### src/rtl/fg_pkg.sv
// Shared types and limits for the function generator core and its step sequencer.
// Optional sweep support is compiled in when FG_SEQ_SWEEP_EN is defined.
package fg_pkg;

  typedef enum logic [1:0] {
    SINE     = 2'd0,
    TRIANGLE = 2'd1,
    SQUARE   = 2'd2,
    PWM      = 2'd3
  } signal_t;

  localparam logic [31:0] FG_MAX_CNT_TABLE   = 32'd9999;
  localparam logic [31:0] FG_MAX_CNT_DIGITAL = 32'd499999;
  localparam logic [31:0] FG_RST_COUNT       = 32'd999;

  // Stored dwell field is sized for the widest supported DWELL_W (up to 32).
  localparam int FG_DWELL_MAX_W = 32;

  typedef enum logic [1:0] {
    IDLE  = 2'd0,
    LOAD  = 2'd1,
    DWELL = 2'd2,
    DONE  = 2'd3
  } seq_state_t;

  typedef struct packed {
    signal_t                   sig_type;
    logic [31:0]               set_count;
    logic [7:0]                duty;
    logic [FG_DWELL_MAX_W-1:0] dwell;
`ifdef FG_SEQ_SWEEP_EN
    logic signed [15:0]        delta;
`endif
  } fg_step_t;

  // Table-driven waveforms have a smaller legal period range than the digital ones.
  function automatic logic [31:0] fg_count_limit(input signal_t t);
    return (t == SINE || t == TRIANGLE) ? FG_MAX_CNT_TABLE : FG_MAX_CNT_DIGITAL;
  endfunction

  function automatic logic [31:0] fg_clamp_count(input signal_t t, input logic [31:0] c);
    return (c > fg_count_limit(t)) ? fg_count_limit(t) : c;
  endfunction

  function automatic logic [31:0] fg_sweep_count(input signal_t t, input logic [31:0] c,
                                                 input logic signed [15:0] d);
    logic signed [33:0] sum;
    sum = $signed({2'b00, c}) + 34'(d);
    if (sum < 34'sd1)
      return 32'd1;
    else if (sum > $signed({2'b00, fg_count_limit(t)}))
      return fg_count_limit(t);
    else
      return sum[31:0];
  endfunction

endpackage

### src/rtl/fg_seq_ctrl_if.sv
// Register-side bus of the step sequencer: table writes, commands, status and core config.
// The wr_delta field exists only when FG_SEQ_SWEEP_EN is defined.
interface fg_seq_ctrl_if #(
  parameter int DEPTH   = 8,
  parameter int DWELL_W = 16
);
  import fg_pkg::*;

  localparam int IW = $clog2(DEPTH);

  logic               wr_en;
  logic [IW-1:0]      wr_idx;
  signal_t            wr_sig_type;
  logic [31:0]        wr_set_count;
  logic [7:0]         wr_duty;
  logic [DWELL_W-1:0] wr_dwell;
`ifdef FG_SEQ_SWEEP_EN
  logic signed [15:0] wr_delta;
`endif
  logic [IW:0]        num_steps;
  logic               loop_en;
  logic               start;
  logic               stop;

  logic               busy;
  logic               done;
  logic [IW-1:0]      cur_step;
  signal_t            cfg_sig_type;
  logic [31:0]        cfg_set_count;
  logic [7:0]         cfg_duty_cycle;
  logic               cfg_valid;

  modport master (
    output wr_en, wr_idx, wr_sig_type, wr_set_count, wr_duty, wr_dwell,
`ifdef FG_SEQ_SWEEP_EN
    output wr_delta,
`endif
    output num_steps, loop_en, start, stop,
    input  busy, done, cur_step, cfg_sig_type, cfg_set_count, cfg_duty_cycle, cfg_valid
  );

  modport slave (
    input  wr_en, wr_idx, wr_sig_type, wr_set_count, wr_duty, wr_dwell,
`ifdef FG_SEQ_SWEEP_EN
    input  wr_delta,
`endif
    input  num_steps, loop_en, start, stop,
    output busy, done, cur_step, cfg_sig_type, cfg_set_count, cfg_duty_cycle, cfg_valid
  );

endinterface

### src/rtl/fg_seq_table.sv
// Step table: DEPTH entries of fg_step_t, synchronous write, asynchronous read.
module fg_seq_table
  import fg_pkg::*;
#(
  parameter int DEPTH = 8
) (
  input  logic                     clk,
  input  logic                     wr_en,
  input  logic [$clog2(DEPTH)-1:0] wr_idx,
  input  fg_step_t                 wr_data,
  input  logic [$clog2(DEPTH)-1:0] rd_idx,
  output fg_step_t                 rd_data
);

  fg_step_t mem [DEPTH];

  // NOTE: storage is deliberately left out of reset so it maps to plain RAM/flops without a reset net.
  always_ff @(posedge clk) begin
    if (wr_en)
      mem[wr_idx] <= wr_data;
  end

  assign rd_data = mem[rd_idx];

endmodule

### src/rtl/fg_seq_ctrl.sv
// Waveform step sequencer: plays the step table into the core's sig_type/set_count/duty.
// Define FG_SEQ_SWEEP_EN to add per-step count sweeping (wr_delta applied on every tick).
module fg_seq_ctrl
  import fg_pkg::*;
#(
  parameter int DEPTH    = 8,
  parameter int DWELL_W  = 16,
  parameter int TICK_DIV = 1000
) (
  input  logic       clk,
  input  logic       rst,
  fg_seq_ctrl_if.slave bus
);

  localparam int IW = $clog2(DEPTH);
  localparam int PW = (TICK_DIV > 1) ? $clog2(TICK_DIV) : 1;

  seq_state_t         state, state_next;
  logic [IW-1:0]      cur_step;
  logic [IW:0]        num_lat;
  logic [PW-1:0]      prescaler;
  logic [DWELL_W-1:0] dwell;
  signal_t            cfg_sig_type;
  logic [31:0]        cfg_set_count;
  logic [7:0]         cfg_duty;
  logic               cfg_valid;
  fg_step_t           wr_step, rd_step;
  logic               tick, expire, last_step;

  always_comb begin
    wr_step           = '0;
    wr_step.sig_type  = bus.wr_sig_type;
    wr_step.set_count = bus.wr_set_count;
    wr_step.duty      = bus.wr_duty;
    wr_step.dwell     = FG_DWELL_MAX_W'(bus.wr_dwell);
`ifdef FG_SEQ_SWEEP_EN
    wr_step.delta     = bus.wr_delta;
`endif
  end

  fg_seq_table #(.DEPTH(DEPTH)) u_table (
    .clk     (clk),
    .wr_en   (bus.wr_en),
    .wr_idx  (bus.wr_idx),
    .wr_data (wr_step),
    .rd_idx  (cur_step),
    .rd_data (rd_step)
  );

  assign tick      = (state == DWELL) && (prescaler == PW'(TICK_DIV - 1));
  // dwell is at least 1 in DWELL, so the tick that sees 1 is the one that empties it.
  assign expire    = tick && (dwell == DWELL_W'(1));
  assign last_step = ({1'b0, cur_step} == (num_lat - 1'b1));

`ifdef FG_SEQ_SWEEP_EN
  logic signed [15:0] step_delta;
  logic [31:0]        sweep_count;
  assign sweep_count = fg_sweep_count(cfg_sig_type, cfg_set_count, step_delta);
`endif

  always_ff @(posedge clk or posedge rst) begin
    if (rst)
      state <= IDLE;
    else
      state <= state_next;
  end

  // NOTE: every combinational output gets a default before the case so no path leaves it unassigned (no latch).
  always_comb begin
    state_next = state;
    unique case (state)
      IDLE:    if (bus.start && !bus.stop && bus.num_steps != '0) state_next = LOAD;
      LOAD:    state_next = bus.stop ? IDLE : DWELL;
      DWELL: begin
        if (bus.stop)
          state_next = IDLE;
        else if (expire)
          state_next = (last_step && !bus.loop_en) ? DONE : LOAD;
      end
      DONE:    state_next = IDLE;
      default: state_next = IDLE;
    endcase
  end

  // NOTE: all state updates use non-blocking assignments so every register samples pre-edge values.
  always_ff @(posedge clk or posedge rst) begin
    if (rst) begin
      cur_step      <= '0;
      num_lat       <= '0;
      prescaler     <= '0;
      dwell         <= '0;
      cfg_sig_type  <= SINE;
      cfg_set_count <= FG_RST_COUNT;
      cfg_duty      <= '0;
      cfg_valid     <= 1'b0;
`ifdef FG_SEQ_SWEEP_EN
      step_delta    <= '0;
`endif
    end else begin
      cfg_valid <= 1'b0;
      unique case (state)
        IDLE: begin
          if (state_next == LOAD) begin
            cur_step <= '0;
            num_lat  <= bus.num_steps;
          end
        end
        LOAD: begin
          if (!bus.stop) begin
            cfg_sig_type  <= rd_step.sig_type;
            cfg_set_count <= fg_clamp_count(rd_step.sig_type, rd_step.set_count);
            cfg_duty      <= rd_step.duty;
            cfg_valid     <= 1'b1;
            dwell         <= (rd_step.dwell == '0) ? DWELL_W'(1) : DWELL_W'(rd_step.dwell);
            prescaler     <= '0;
`ifdef FG_SEQ_SWEEP_EN
            step_delta    <= rd_step.delta;
`endif
          end
        end
        DWELL: begin
          if (!bus.stop) begin
            prescaler <= tick ? '0 : prescaler + PW'(1);
            if (tick)
              dwell <= dwell - DWELL_W'(1);
            if (expire && state_next == LOAD)
              cur_step <= last_step ? '0 : cur_step + IW'(1);
`ifdef FG_SEQ_SWEEP_EN
            // A saturated sweep that leaves the count unchanged produces no pulse.
            if (tick && sweep_count != cfg_set_count) begin
              cfg_set_count <= sweep_count;
              cfg_valid     <= 1'b1;
            end
`endif
          end
        end
        default: ;
      endcase
    end
  end

  assign bus.busy           = (state == LOAD) || (state == DWELL);
  assign bus.done           = (state == DONE);
  assign bus.cur_step       = cur_step;
  assign bus.cfg_sig_type   = cfg_sig_type;
  assign bus.cfg_set_count  = cfg_set_count;
  assign bus.cfg_duty_cycle = cfg_duty;
  assign bus.cfg_valid      = cfg_valid;

endmodule

### src/flat_wrapper.sv
// flat-port wrapper written by rule: the top's interface ports become plain ports
module fg_seq_ctrl_flat import fg_pkg::*;
#(
  parameter int DEPTH    = 8,
  parameter int DWELL_W  = 16,
  parameter int TICK_DIV = 1000
)
  (clk, rst, bus_wr_en, bus_wr_idx, bus_wr_sig_type, bus_wr_set_count, bus_wr_duty, bus_wr_dwell, bus_num_steps, bus_loop_en, bus_start, bus_stop, bus_busy, bus_done, bus_cur_step, bus_cfg_sig_type, bus_cfg_set_count, bus_cfg_duty_cycle, bus_cfg_valid);
  fg_seq_ctrl_if #(.DEPTH(DEPTH), .DWELL_W(DWELL_W)) bus_i ();
  input  logic clk;
  input  logic rst;
  input wire logic [$bits(bus_i.wr_en)-1:0] bus_wr_en;
  input wire logic [$bits(bus_i.wr_idx)-1:0] bus_wr_idx;
  input wire logic [$bits(bus_i.wr_sig_type)-1:0] bus_wr_sig_type;
  input wire logic [$bits(bus_i.wr_set_count)-1:0] bus_wr_set_count;
  input wire logic [$bits(bus_i.wr_duty)-1:0] bus_wr_duty;
  input wire logic [$bits(bus_i.wr_dwell)-1:0] bus_wr_dwell;
  input wire logic [$bits(bus_i.num_steps)-1:0] bus_num_steps;
  input wire logic [$bits(bus_i.loop_en)-1:0] bus_loop_en;
  input wire logic [$bits(bus_i.start)-1:0] bus_start;
  input wire logic [$bits(bus_i.stop)-1:0] bus_stop;
  output wire logic [$bits(bus_i.busy)-1:0] bus_busy;
  output wire logic [$bits(bus_i.done)-1:0] bus_done;
  output wire logic [$bits(bus_i.cur_step)-1:0] bus_cur_step;
  output wire logic [$bits(bus_i.cfg_sig_type)-1:0] bus_cfg_sig_type;
  output wire logic [$bits(bus_i.cfg_set_count)-1:0] bus_cfg_set_count;
  output wire logic [$bits(bus_i.cfg_duty_cycle)-1:0] bus_cfg_duty_cycle;
  output wire logic [$bits(bus_i.cfg_valid)-1:0] bus_cfg_valid;
  assign bus_i.wr_en = bus_wr_en;
  assign bus_i.wr_idx = bus_wr_idx;
  assign bus_i.wr_sig_type = bus_wr_sig_type;
  assign bus_i.wr_set_count = bus_wr_set_count;
  assign bus_i.wr_duty = bus_wr_duty;
  assign bus_i.wr_dwell = bus_wr_dwell;
  assign bus_i.num_steps = bus_num_steps;
  assign bus_i.loop_en = bus_loop_en;
  assign bus_i.start = bus_start;
  assign bus_i.stop = bus_stop;
  assign bus_busy = bus_i.busy;
  assign bus_done = bus_i.done;
  assign bus_cur_step = bus_i.cur_step;
  assign bus_cfg_sig_type = bus_i.cfg_sig_type;
  assign bus_cfg_set_count = bus_i.cfg_set_count;
  assign bus_cfg_duty_cycle = bus_i.cfg_duty_cycle;
  assign bus_cfg_valid = bus_i.cfg_valid;
  fg_seq_ctrl #(.DEPTH(DEPTH), .DWELL_W(DWELL_W), .TICK_DIV(TICK_DIV)) u_core (.clk(clk), .rst(rst), .bus(bus_i));
endmodule
### config.mk
export PLATFORM = sky130hd
export DESIGN_NAME = fg_seq_ctrl_flat
export DESIGN_NICKNAME = d
export VERILOG_FILES = /design/src/rtl/fg_pkg.sv /design/src/rtl/fg_seq_ctrl_if.sv /design/src/rtl/fg_seq_table.sv /design/src/rtl/fg_seq_ctrl.sv /design/src/flat_wrapper.sv
export SDC_FILE = /design/constraint.sdc
export NUM_CORES = 1
export LEC_CHECK = 0
export CORE_MARGIN = 2
export CORE_UTILIZATION = 50
export DETAILED_ROUTE_END_ITERATION = 10
export DONT_BUFFER_PORTS = 1
export GPL_ROUTABILITY_DRIVEN = 0
export GPL_TIMING_DRIVEN = 0
export PLACE_DENSITY = 0.72
export SYNTH_ARGS = -nofsm -noshare
export SYNTH_HDL_FRONTEND = slang
export SYNTH_HIERARCHICAL = 1
export SYNTH_SLANG_ARGS = --single-unit
### constraint.sdc
create_clock -name clk -period 4.7 [get_ports clk]
set_input_delay 0.94 -clock clk [delete_from_list [all_inputs] [get_ports clk]]
set_output_delay 0.94 -clock clk [all_outputs]
set_load 0.05 [all_outputs]
After elaboration in Yosys (flattened, before gate mapping)
Memories as Yosys holds them, arrays and structs flattened.
Index checks and enable logic that the tools add are counted.
{"block": "word_totals", "output_inout_bits": 48, "mem_bits_ro": 0, "inputBits": 71, "ramBits": 464, "latch_bits": 0, "memories": 1, "reg_bits": 78, "word_cells": 76}
{"memory": "u_core.u_table.mem", "words": 8, "width": 58, "read_ports": 1, "rd_clocked_by_memory_dff": 0, "write_ports": 1, "line_no": "fg_seq_table.sv:15", "text": "fg_step_t mem [DEPTH];"}
{"block": "op_classes", "reduce_logical": 21, "div_mod_pow": 0, "shifts": 0, "n_mul": 0, "add_sub_neg": 4, "mux": 26, "eq_ne": 13, "n_lt_le_gt_ge": 1, "n_bitwise": 1}
{"operator": "$mux W16", "count": 4}
{"operator": "$gt A32 B32 Y1", "count": 1}
{"operator": "$logic_not A32 Y1", "count": 1}
{"operator": "$mux W32", "count": 1}
{"operator": "$pmux W16 S2", "count": 1}
{"operator": "$mux W10", "count": 3}
{"operator": "$pmux W10 S2", "count": 1}
{"operator": "$mux W19", "count": 1}
{"operator": "$eq A16 B1 Y1 const B", "count": 1}
{"operator": "$sub A16 B1 Y16 const B", "count": 1}
{"operator": "$mux W3", "count": 4}
{"operator": "$add A10 B1 Y10 const B", "count": 1}
{"operator": "$eq A10 B10 Y1 const B", "count": 1}
{"operator": "$mux W2", "count": 5}
{"operator": "$pmux W2 S4", "count": 1}
{"operator": "$reduce_and A4 Y1", "count": 2}
{"operator": "$eq A2 B1 Y1 const B", "count": 3}
{"operator": "$logic_and A1 B1 Y1", "count": 6}
{"operator": "$ne A2 B2 Y1 const B", "count": 3}
{"operator": "$pmux W3 S2", "count": 1}
{"operator": "$eq A2 B2 Y1 const B", "count": 2}
{"operator": "$eq A3 B4 Y1", "count": 1}
{"operator": "$logic_not A2 Y1", "count": 2}
{"operator": "$mux W1", "count": 4}
{"operator": "other kinds (10)", "count": 15}

Longest topological paths before layout
Gate-level depths: netlist of the first run.
{"block": "logic_depth", "ltp_word": 12, "ltp_mapped": 14, "mapped_depth_nobuf": 10}

Cells and area by module
Netlist of the first run, hierarchy kept.
{"mod": "fg_seq_table", "area_each_um2": 22266.4, "cells_each": 868, "seq_area_each_um2": 17777.0, "instances": 1}
{"mod": "fg_seq_ctrl", "area_each_um2": 4097.7, "cells_each": 414, "seq_area_each_um2": 1961.9, "instances": 1}

Worst setup path before layout of the first run
OpenSTA, ideal clock, no wires.
{"block": "synth_path", "kind": "input-to-reg", "start": "in bus_wr_idx[2]", "end": "mem u_core/u_table/mem[0][0] in the netlist's numbering (enable)", "cell_stages": 2, "setup_time_ps": 598, "n_path_buf": 0, "arrival_time_ps": 6140, "path_slack_ps": -2038, "required_time_ps": 4102, "cell_sequence": "nand2b_1 > nor3_1"}
{"item": "start: declaration", "line_no": "flat_wrapper.sv:13", "text": "input wire logic [$bits(bus_i.wr_idx)-1:0] bus_wr_idx;"}
{"item": "end: declaration", "line_no": "fg_seq_table.sv:15"}
No word-level cell before the write port.

==> impl_metrics.toml, run 1 <==
[clock_network]
clock_latency_ns = 0.62
cts_buffers = 69
cts_hold_buf = 0
cts_tree = "yes"
cts_sinks = 670
clk_pin_slew_worst_paths_ns = 0.06
cts_root_buf = "clkbuf_16"
post_cts_buffers = 0
max-clock-path-buffers = 3
cts_htree_levels = 3

[finish]
regArea_mm2 = 0.0197
fillers = 3700
diodes = 0
fin_nets = 1598
multiInputGateArea_mm2 = 0.00677
fin_util = 0.585
area_growth_pct = 16.0
drive_gt1_frac = 0.260

[power]
leakage_nw = 10.1
seqPwrFrac = 0.541
switching_power_mw = 3.35
switching_share = 0.248
powerDensity_mw_per_mm2 = 442
clkPwrFrac = 0.384
internal_power_mw = 10.2
vdd_ir_drop_max_mv = 0.391
p_comb_frac = 0.076

[global_route]
grt_max_degree = 49
grt_pass1_wl_um = 80000
track_usage = 0.198
grt_pass1_vias = 13300
antenna_found_initial = 0
globalRouteOverflowTotal = 0

[sta]
hold_violations = 0
fin_crit_ns = 4.36
skew_ns = 0.0334
slew-limit-headroom = 0.440
worst_pin_slew_ns = 0.838
setup_viol = 0
drv_slew = 0
fmax_ghz = 0.229
setup_slack_ns = 0.339
period_share = 0.928
rsz0062_at_grt = "false"

[detailed_routing]
ant_nets = 0
wirelength_um = 52500
drt_iter0_drc = 1001
first_pass_iters = 5
dr_total_vias = 12800
avgRoutedWirePerCell_um = 23.3
post-route-drc-count = 0
viasPerCell = 5.69

[synthesis]
synthMostInstantiatedCell = "edfxtp_1"
netlist_area_mm2 = 0.0264
synthCells = 1282
synthArstFlopShare = 0.116
yosysTopAreaCell = "edfxtp_1"
yosysSeqAreaShare = 0.749
avgSynthCellArea_um2 = 20.6
yosys_register_bits = 670
yosys-top-cells-area = "edfxtp_1 67%, mux4_2 13%, dfrtp_1 6.6%"
synth_edf_count = 592
yosysWarnings = 6
synth_common_cells = "592 x edfxtp_1, 148 x mux4_2, 75 x mux2_2"
synth_top_area_frac = 0.674
synthFlopType = "edfxtp_1"
ys_types = 70

[floorplanning]
fp.dieW_um = 234
dieArea_mm2 = 0.0546
core_area_mm2 = 0.0523
io_pins = 119
start_util = 0.504
die_h_um = 234
rows = 84

[setup_path]
cp_max_fo = 10
arrival_ns = 4.85
path_class = "register to register"
slowest_delay_ns = 0.58
crit_chain = "clkbuf_1 > buf_6 > buf_6 > mux4_2 > mux2_2 > inv_1 > ha_1 > nor4bb_1 > inv_1 > o2111ai_1 > a31oi_2 > and2_1 > buf_4 > a221o_1"
required_ns = 5.18
crit_path_top_delay_cell = "dfrtp_2"
start_kind = "register"
crit_path_end_kind = "register"

[status]
status = "complete, no violations"

[placement]
port_buffers = 0
hpwl_um = 33400
place_ws_ns = -0.141

[worst_hold_path]
hp-class = "input port to async pin"

[run]
drv_cap = 0
[placed cells by master, fill, tap and decap left out, types with 17 or more instances in the layout]
cell / instances
dfrtp_1: 68
nor2_1: 29
nand2_1: 50
mux4_2: 148
ha_1: 17
clkbuf_16: 70
inv_1: 17
edfxtp_1: 592
a21oi_1: 25
mux2_2: 75
o21ai_0: 23
conb_1: 128
clkbuf_1: 44
[routing by layer]
layer  wire length [µm]  global-route usage
met1              20700               0.253
met2              26800               0.341
met3               4030              0.0450
met4                976              0.0589
met5                  0                   0
[power by group through the flow]
| stage | logic, mW | clock network, mW | registers (mW) |
|---|---|---|---|
| after CTS | 1.02 | 5.29 | 7.31 |
| after global routing | 1.13 | 5.51 | 7.35 |
| final | 1.02 | 5.19 | 7.31 |
| after detailed placement | 1.01 | 0 | 7.43 |
| after floorplan | 0.746 | 0 | 7.37 |
| after global placement | 0.943 | 0 | 7.43 |
[cells by family (layout without fill, tap and decap cells)]
group,count (synthesis),in the layout,synth area share
other cells,1,128,0.000142
mux,230,230,0.162
flops,670,670,0.749
compound gates,104,104,0.0279
buf+inv,75,230,0.0153
simple gates,178,178,0.0357
xor+xnor,7,7,0.00233
fa+ha+maj,17,17,0.00807
[final cells by class]
| type | instances | share of cell area |
|---|---|---|
| clock inverter | 36 | 0.0108 |
| buffer | 57 | 0.0110 |
| sequential | 670 | 0.645 |
| multi-input combinational | 664 | 0.221 |
| tap | 688 | 0.0281 |
| inverter | 18 | 0.00229 |
| timing repair buffer | 30 | 0.0214 |
| clock buffer | 89 | 0.0596 |
[flip-flops by register name (all words and copies together), names as in the netlist]
name and count:
u_core/u_table/mem 592, u_core/bus.cfg_set_count 32, u_core/dwell 16, u_core/prescaler 10, u_core/bus.cfg_duty_cycle 8, u_core/num_lat 4
u_core/bus.cur_step 3, u_core/bus.cfg_sig_type 2, u_core/state 2, u_core/bus.cfg_valid 1
[worst max-delay path, delay by kind of cell (launching register included)]
kind / cells / cell delay [ns]
adders and majority gates: 1 / 0.17
DFF: 1 / 0.58
muxes: 2 / 0.90
and+or+nand+nor: 2 / 0.55
AOI/OAI and AO/OA: 3 / 0.73
buffers and inverters: 6 / 1.28
[through the flow]
step	hold slack [ns]	std cells	power, mW	instance area, µm²	TNS (ns)
after CTS	0.217	2252	13.6	30600	0
after detailed placement	0.508	2127	8.43	28400	-1.89
after global placement	0.484	2097	8.37	27700	-1740.28
after global routing	0.258	2252	14.0	30600	0
after floorplan	0.461	1409	8.12	26900	-10.12
final	0.240	2252	13.5	30600	0
[what timing repair did]
| action | 4_1_cts | 5_1_grt |
|---|---|---|
| resized for setup | 1 | 6 |
| endpoints found under the hold margin | 0 | 0 |
| setup endpoints to repair | 18 | 18 |
[path summary, 6_finish.rpt]
| path | startpoint | end | slack [ns] | cells after the start |
|---|---|---|---|---|
| setup / recovery | u_core/bus.cur_step[0]$_DFFE_PP0P_ | u_core/bus.cfg_set_count[16]$_DFFE_PP0P_ | 0.34 | 14 |
| hold / removal | rst | u_core/bus.cfg_set_count[11]$_DFFE_PP0P_ | 0.24 | 1 |
| setup reg to reg | u_core/bus.cur_step[0]$_DFFE_PP0P_ | u_core/bus.cfg_set_count[16]$_DFFE_PP0P_ | 0.34 | 14 |
| hold reg to reg | u_core/dwell[10]$_DFFE_PP0P_ | u_core/dwell[10]$_DFFE_PP0P_ | 0.53 | 2 |
| max in group asynchronous | rst | u_core/bus.cur_step[2]$_DFFE_PP0P_ | 3.85 | 2 |
| min in group clk | bus_wr_duty[2] | u_core/u_table/mem[6][34]$_DFFE_PP_ | 0.41 | 0 |
Power figures use the tool's default switching activity.
==> inputs of run 2 (changes only) <==
--- a/config.mk
+++ b/config.mk
@@ -5,13 +5,16 @@
 export SDC_FILE = /design/constraint.sdc
 export NUM_CORES = 1
 export LEC_CHECK = 0
+export CELL_PAD_IN_SITES_DETAIL_PLACEMENT = 1
+export CELL_PAD_IN_SITES_GLOBAL_PLACEMENT = 2
+export CORE_ASPECT_RATIO = 1.5
 export CORE_MARGIN = 2
 export CORE_UTILIZATION = 50
 export DETAILED_ROUTE_END_ITERATION = 10
 export DONT_BUFFER_PORTS = 1
 export GPL_ROUTABILITY_DRIVEN = 0
 export GPL_TIMING_DRIVEN = 0
-export PLACE_DENSITY = 0.72
+export PLACE_DENSITY = 0.86
 export SYNTH_ARGS = -nofsm -noshare
 export SYNTH_HDL_FRONTEND = slang
 export SYNTH_HIERARCHICAL = 1
==> impl_metrics.toml, run 2 (synthesis gave the netlist of run 1 again) <==
[status]
status = "complete, no violations"

[finish]
regArea_mm2 = 0.0197
largestRegisters = "u_core/u_table/mem (592), u_core/bus.cfg_set_count (32), u_core/dwell (16)"
final_common_cell = "edfxtp_1"
top_register = "u_core/u_table/mem"
drive_gt1_frac = 0.261
fin_nets = 1589
fin_cells = 2232
largest_reg_flops = 592
multiInputGateArea_mm2 = 0.00677
mostFrequentLayoutCells = "592 x edfxtp_1, 148 x mux4_2, 128 x conb_1"
fillers = 4542
diodes = 0
area_growth_pct = 15.5
design_area_mm2 = 0.0304

[sta]
rsz0062_at_grt = "false"
hold_violations = 0
fin_crit_ns = 4.51
slew-limit-headroom = 0.351
fin_tns_setup_ns = 0
period_share = 0.960
fmax_ghz = 0.222
worst_pin_slew_ns = 0.973
whs_ns = 0.200
setup_viol = 0
skew_ns = 0.0467
drv_slew = 0

[placement]
hpwl_um = 39700
dpl_cell_area_mm2 = 0.0284
port_buffers = 0
dp.cells = 2122

[setup_path]
crit_path_end_kind = "register"
start_kind = "register"
cp_max_fo = 10
crit_path_top_delay_cell = "dfrtp_2"
timing.rr.start = "u_core/bus.cur_step[2]$_DFFE_PP0P_"
r2r_cells = 12
path_class = "register to register"
reg2reg_slack_ns = 0.19
required_ns = 5.20
path_delay_family = "buffers and inverters"
slowest_delay_ns = 0.73
path_buf_inv = 3
crit_chain = "buf_2 > buf_1 > mux4_2 > mux2_2 > ha_1 > nand4b_1 > o21a_1 > o2111ai_1 > a31oi_2 > and2_1 > buf_4 > a221o_1"
rr_endpoint = "u_core/bus.cfg_set_count[16]$_DFFE_PP0P_"
arrival_ns = 5.01

[floorplanning]
rows = 103
fp.dieW_um = 191
dieArea_mm2 = 0.0546
io_pins = 119
die_h_um = 285
start_util = 0.504
core_area_mm2 = 0.0523

[detailed_routing]
drt_iter0_drc = 841
wirelength_um = 61600
dr_total_vias = 13100
first_pass_iters = 5
post-route-drc-count = 0
viasPerCell = 5.87
ant_nets = 0
avgRoutedWirePerCell_um = 27.6

[clock_network]
cts_buffers = 59
post_cts_buffers = 0
clock_latency_ns = 0.65
cts_htree_levels = 2
cts_root_buf = "clkbuf_16"
cts_sinks = 670
max-clock-path-buffers = 3
clk_pin_slew_worst_paths_ns = 0.07
cts_hold_buf = 0
cts_tree = "yes"

[global_route]
globalRouteOverflowTotal = 0
track_usage = 0.233
antenna_found_initial = 0
grt_pass1_wl_um = 93000
grt_pass1_vias = 14700
grt_max_degree = 47

[run]
drv_cap = 0

[power]
clkPwrFrac = 0.377
internal_power_mw = 10.1
p_comb_frac = 0.078
switching_power_mw = 3.34
vdd_ir_drop_max_mv = 0.515
switching_share = 0.248
leakage_nw = 10.0
powerDensity_mw_per_mm2 = 442
seqPwrFrac = 0.544
p_total_mw = 13.5

[worst_hold_path]
hp-class = "input port to async pin"
-- run 2: cell count changes in the layout (fill, tap and decap cells not counted), sizes merged --
cell,previous run,this run
buf,60,59
bufinv,3,10
clkbuf,116,99
clkinv,30,22
clkinvlp,1,5
inv,20,21
-- run 2: repair_timing --
action / CTS / global route
gates resized for setup: 3 / 7
setup endpoints to repair: 19 / 19
pin swaps: 0 / 0
gates cloned: 0 / 0
-- run 2: final cells by class --
class | count | share of cell area
Multi-Input combinational cell | 664 | 0.222
Clock buffer | 70 | 0.0502
Clock inverter | 40 | 0.0163
Timing Repair Buffer | 31 | 0.0210
Inverter | 18 | 0.00230
Sequential cell | 670 | 0.648
Tap cell | 682 | 0.0280
Buffer | 57 | 0.0113
-- run 2: power by group through the flow --
stage / Combinational, mW / Sequential [mW] / Clock, mW
6_report: 1.06 / 7.33 / 5.08
5_1_grt: 1.17 / 7.36 / 5.35
4_1_cts: 1.06 / 7.32 / 5.15
3_5_place_dp: 1.04 / 7.44 / 0
3_3_place_gp: 0.964 / 7.44 / 0
2_1_floorplan: 0.746 / 7.37 / 0
-- run 2: stage by stage --
stage,utilization,setup WS (ns)
floorplan,-,-0.0509
global placement,0.529,-3.33
detailed placement,0.543,-0.295
CTS,0.582,0.00931
global route,0.582,0.0249
finish,0.582,0.187
-- run 2: metal layers --
metal	routed length, µm	part of all wire	GRT usage
met3	3860	0.063	0.0543
met4	2080	0.034	0.0862
met5	0	0	0
met1	22300	0.36	0.272
met2	33300	0.54	0.418
-- run 2: worst max-delay path by stage --
stage,from,to,slack [ns],depth (start not counted)
after CTS,u_core/bus.cur_step[0]$_DFFE_PP0P_,u_core/bus.cfg_set_count[12]$_DFFE_PP0P_,0.009,14
after floorplan,bus_wr_idx[2],u_core/u_table/mem[1][0]$_DFFE_PP_,-0.05,2
after detailed placement,u_core/bus.cur_step[2]$_DFFE_PP0P_,u_core/bus.cfg_set_count[3]$_DFFE_PP0P_,-0.30,12
after global routing,u_core/bus.cur_step[0]$_DFFE_PP0P_,u_core/bus.cfg_set_count[12]$_DFFE_PP0P_,0.02,14
after global placement,bus_wr_idx[2],u_core/u_table/mem[2][11]$_DFFE_PP_,-3.33,2
final,u_core/bus.cur_step[2]$_DFFE_PP0P_,u_core/bus.cfg_set_count[16]$_DFFE_PP0P_,0.19,12
==> inputs of run 3 (changes only) <==
--- a/config.mk
+++ b/config.mk
@@ -5,16 +5,17 @@
 export SDC_FILE = /design/constraint.sdc
 export NUM_CORES = 1
 export LEC_CHECK = 0
+export ABC_AREA = 1
 export CELL_PAD_IN_SITES_DETAIL_PLACEMENT = 1
 export CELL_PAD_IN_SITES_GLOBAL_PLACEMENT = 2
 export CORE_ASPECT_RATIO = 1.5
 export CORE_MARGIN = 2
-export CORE_UTILIZATION = 50
+export CORE_UTILIZATION = 42
 export DETAILED_ROUTE_END_ITERATION = 10
 export DONT_BUFFER_PORTS = 1
 export GPL_ROUTABILITY_DRIVEN = 0
 export GPL_TIMING_DRIVEN = 0
-export PLACE_DENSITY = 0.86
+export PLACE_DENSITY = 0.88
 export SYNTH_ARGS = -nofsm -noshare
 export SYNTH_HDL_FRONTEND = slang
 export SYNTH_HIERARCHICAL = 1
==> impl_metrics.toml, run 3 <==
[status]
status = "complete, no violations"

[clock_network]
post_cts_buffers = 0
cts_sinks = 670
cts_buffers = 68
cts_resized = 0
cts_hold_buf = 0
clock_latency_ns = 0.61
clk_pin_slew_worst_paths_ns = 0.06
max-clock-path-buffers = 3
cts_tree = "yes"
cts_htree_levels = 3
cts_root_buf = "clkbuf_16"

[detailed_routing]
drt_iter0_drc = 1234
first_pass_iters = 5
avgRoutedWirePerCell_um = 20.0
viasPerCell = 4.95
ant_nets = 0
dr_total_vias = 21300
wirelength_um = 86300
post-route-drc-count = 0

[floorplanning]
die_h_um = 331
fp.dieW_um = 222
core_area_mm2 = 0.0710
start_util = 0.423
dieArea_mm2 = 0.0737
io_pins = 119
rows = 120

[synthesis]
synthMostInstantiatedCell = "nand2_1"
synthCells = 3117
synth_top_area_frac = 0.592
yosys-top-cells-area = "edfxtp_1 59%, nand2_1 14%, inv_1 8.3%"
synth_common_cells = "1110 x nand2_1, 660 x inv_1, 592 x edfxtp_1"
synth_edf_count = 592
netlist_area_mm2 = 0.0300
yosysTopAreaCell = "edfxtp_1"
yosys_register_bits = 670
synthFlopType = "edfxtp_1"
yosysSeqAreaShare = 0.658
ys_types = 43
synthArstFlopShare = 0.116
yosysWarnings = 6
avgSynthCellArea_um2 = 9.63

[power]
p_total_mw = 16.0
vdd_ir_drop_max_mv = 0.259
leakage_nw = 15.9
powerDensity_mw_per_mm2 = 464

[global_route]
globalRouteOverflowTotal = 0
grt_pass1_vias = 23600
grt_max_degree = 66
antenna_found_initial = 1
track_usage = 0.236
grt_pass1_wl_um = 132000

[sta]
period_share = 0.941
fin_tns_setup_ns = 0
setup_viol = 0
worst_pin_slew_ns = 1.33
slew-limit-headroom = 0.111
setup_slack_ns = 0.277
drv_slew = 0
fin_crit_ns = 4.42
hold_violations = 0
rsz0062_at_grt = "false"
fmax_ghz = 0.226
skew_ns = 0.0205

[setup_path]
arrival_ns = 4.93
cp_max_fo = 10
required_ns = 5.21
r2r_cells = 18
crit_path_end_kind = "register"
start_kind = "register"
path_class = "register to register"

[finish]
regArea_mm2 = 0.0197
largest_reg_flops = 592
multiInputGateArea_mm2 = 0.00761
fin_util = 0.487
drive_gt1_frac = 0.0773
fin_nets = 3426
area_growth_pct = 15.2
top_register = "u_core/u_table/mem"
largestRegisters = "u_core/u_table/mem (592), u_core/bus.cfg_set_count (32), u_core/dwell (16)"
fillers = 7969
final_common_cell = "nand2_1"
design_area_mm2 = 0.0346
mostFrequentLayoutCells = "1110 x nand2_1, 659 x inv_1, 592 x edfxtp_1"

[placement]
place_ws_ns = 0.294
hpwl_um = 60300
port_buffers = 0
dpl_cell_area_mm2 = 0.0322

[worst_hold_path]
hp-class = "input port to async pin"

[run]
drv_cap = 0
## run 3: changes by cell type after synthesis, sizes merged, moves of 8 or more
cell | before | now
and2 | 14 | 0
buf | 31 | 99
inv | 18 | 664
mux2 | 79 | 0
mux4 | 148 | 0
nand2 | 50 | 1117
nand2b | 9 | 0
nand3 | 12 | 316
nor2 | 35 | 88
o21ai | 23 | 37
o22a | 8 | 0
## run 3: logic make-up (layout without fill, tap and decap cells)
family | count (synthesis) | after routing | share of synthesized area
compound gates | 73 | 73 | 0.0140
xor+xnor | 9 | 9 | 0.00263
fa+ha+maj | 17 | 17 | 0.00709
buf+inv | 792 | 939 | 0.107
flops | 670 | 670 | 0.658
other cells | 1 | 129 | 0.000125
simple gates | 1555 | 1555 | 0.212
## run 3: layout make-up
type,count,share of cell area
Buffer,128,0.0206
Clock inverter,38,0.0144
Sequential cell,670,0.571
Timing Repair Buffer,24,0.0150
Inverter,664,0.0722
Antenna cell,1,0.0000724
Multi-Input combinational cell,1782,0.220
Tap cell,915,0.0331
Clock buffer,85,0.0538
## run 3: stage by stage
stage / instances / hold slack, ns
2_1_floorplan: 3244 / 0.472
6_report: 4307 / 0.122
3_3_place_gp: 4159 / 0.496
3_5_place_dp: 4183 / 0.499
4_1_cts: 4306 / 0.0985
5_1_grt: 4306 / 0.128
## run 3: report_power, final
part / leakage, nW / internal (mW) / switching [mW] / total [mW]
Sequential: 6.36 / 6.83 / 0.455 / 7.29
Combinational: 8.38 / 0.843 / 2.13 / 2.98
Clock: 1.15 / 3.47 / 2.31 / 5.78
## run 3: worst max-delay path, cell delays in order (launching register included)
cell and delay, ns:
dfrtp_1 0.79, buf_2 0.33, buf_2 0.41, buf_2 0.35
nand3_1 0.13, nand2_1 0.10, nand2_1 0.06, nand2_1 0.32
inv_1 0.24, ha_1 0.34, a21oi_1 0.15, nor3_1 0.06
nor3_1 0.26, nand2_1 0.16, nand2_2 0.18, nand2_1 0.11
buf_6 0.16, nor2_1 0.10, nor2_1 0.05
## run 3: final timing paths
| path | startpoint | endpoint | slack, ns |
|---|---|---|---|
| worst min register to register | u_core/dwell[13]$_DFFE_PP0P_ | u_core/dwell[13]$_DFFE_PP0P_ | 0.53 |
| worst min-delay path | rst | u_core/bus.cfg_set_count[30]$_DFFE_PP0P_ | 0.12 |
| max in group asynchronous | rst | u_core/bus.cfg_set_count[9]$_DFFE_PP1P_ | 3.94 |
| worst max register to register | u_core/bus.cur_step[1]$_DFFE_PP0P_ | u_core/bus.cfg_set_count[3]$_DFFE_PP0P_ | 0.28 |
| worst max-delay path | u_core/bus.cur_step[1]$_DFFE_PP0P_ | u_core/bus.cfg_set_count[3]$_DFFE_PP0P_ | 0.28 |
| min in group clk | bus_wr_dwell[5] | u_core/u_table/mem[4][5]$_DFFE_PP_ | 0.41 |
## run 3: routing by layer
layer | routed length, µm | global-route usage
met3 | 4230 | 0.0432
met2 | 47600 | 0.459
met4 | 2880 | 0.0988
met5 | 17 | 0
met1 | 31500 | 0.244
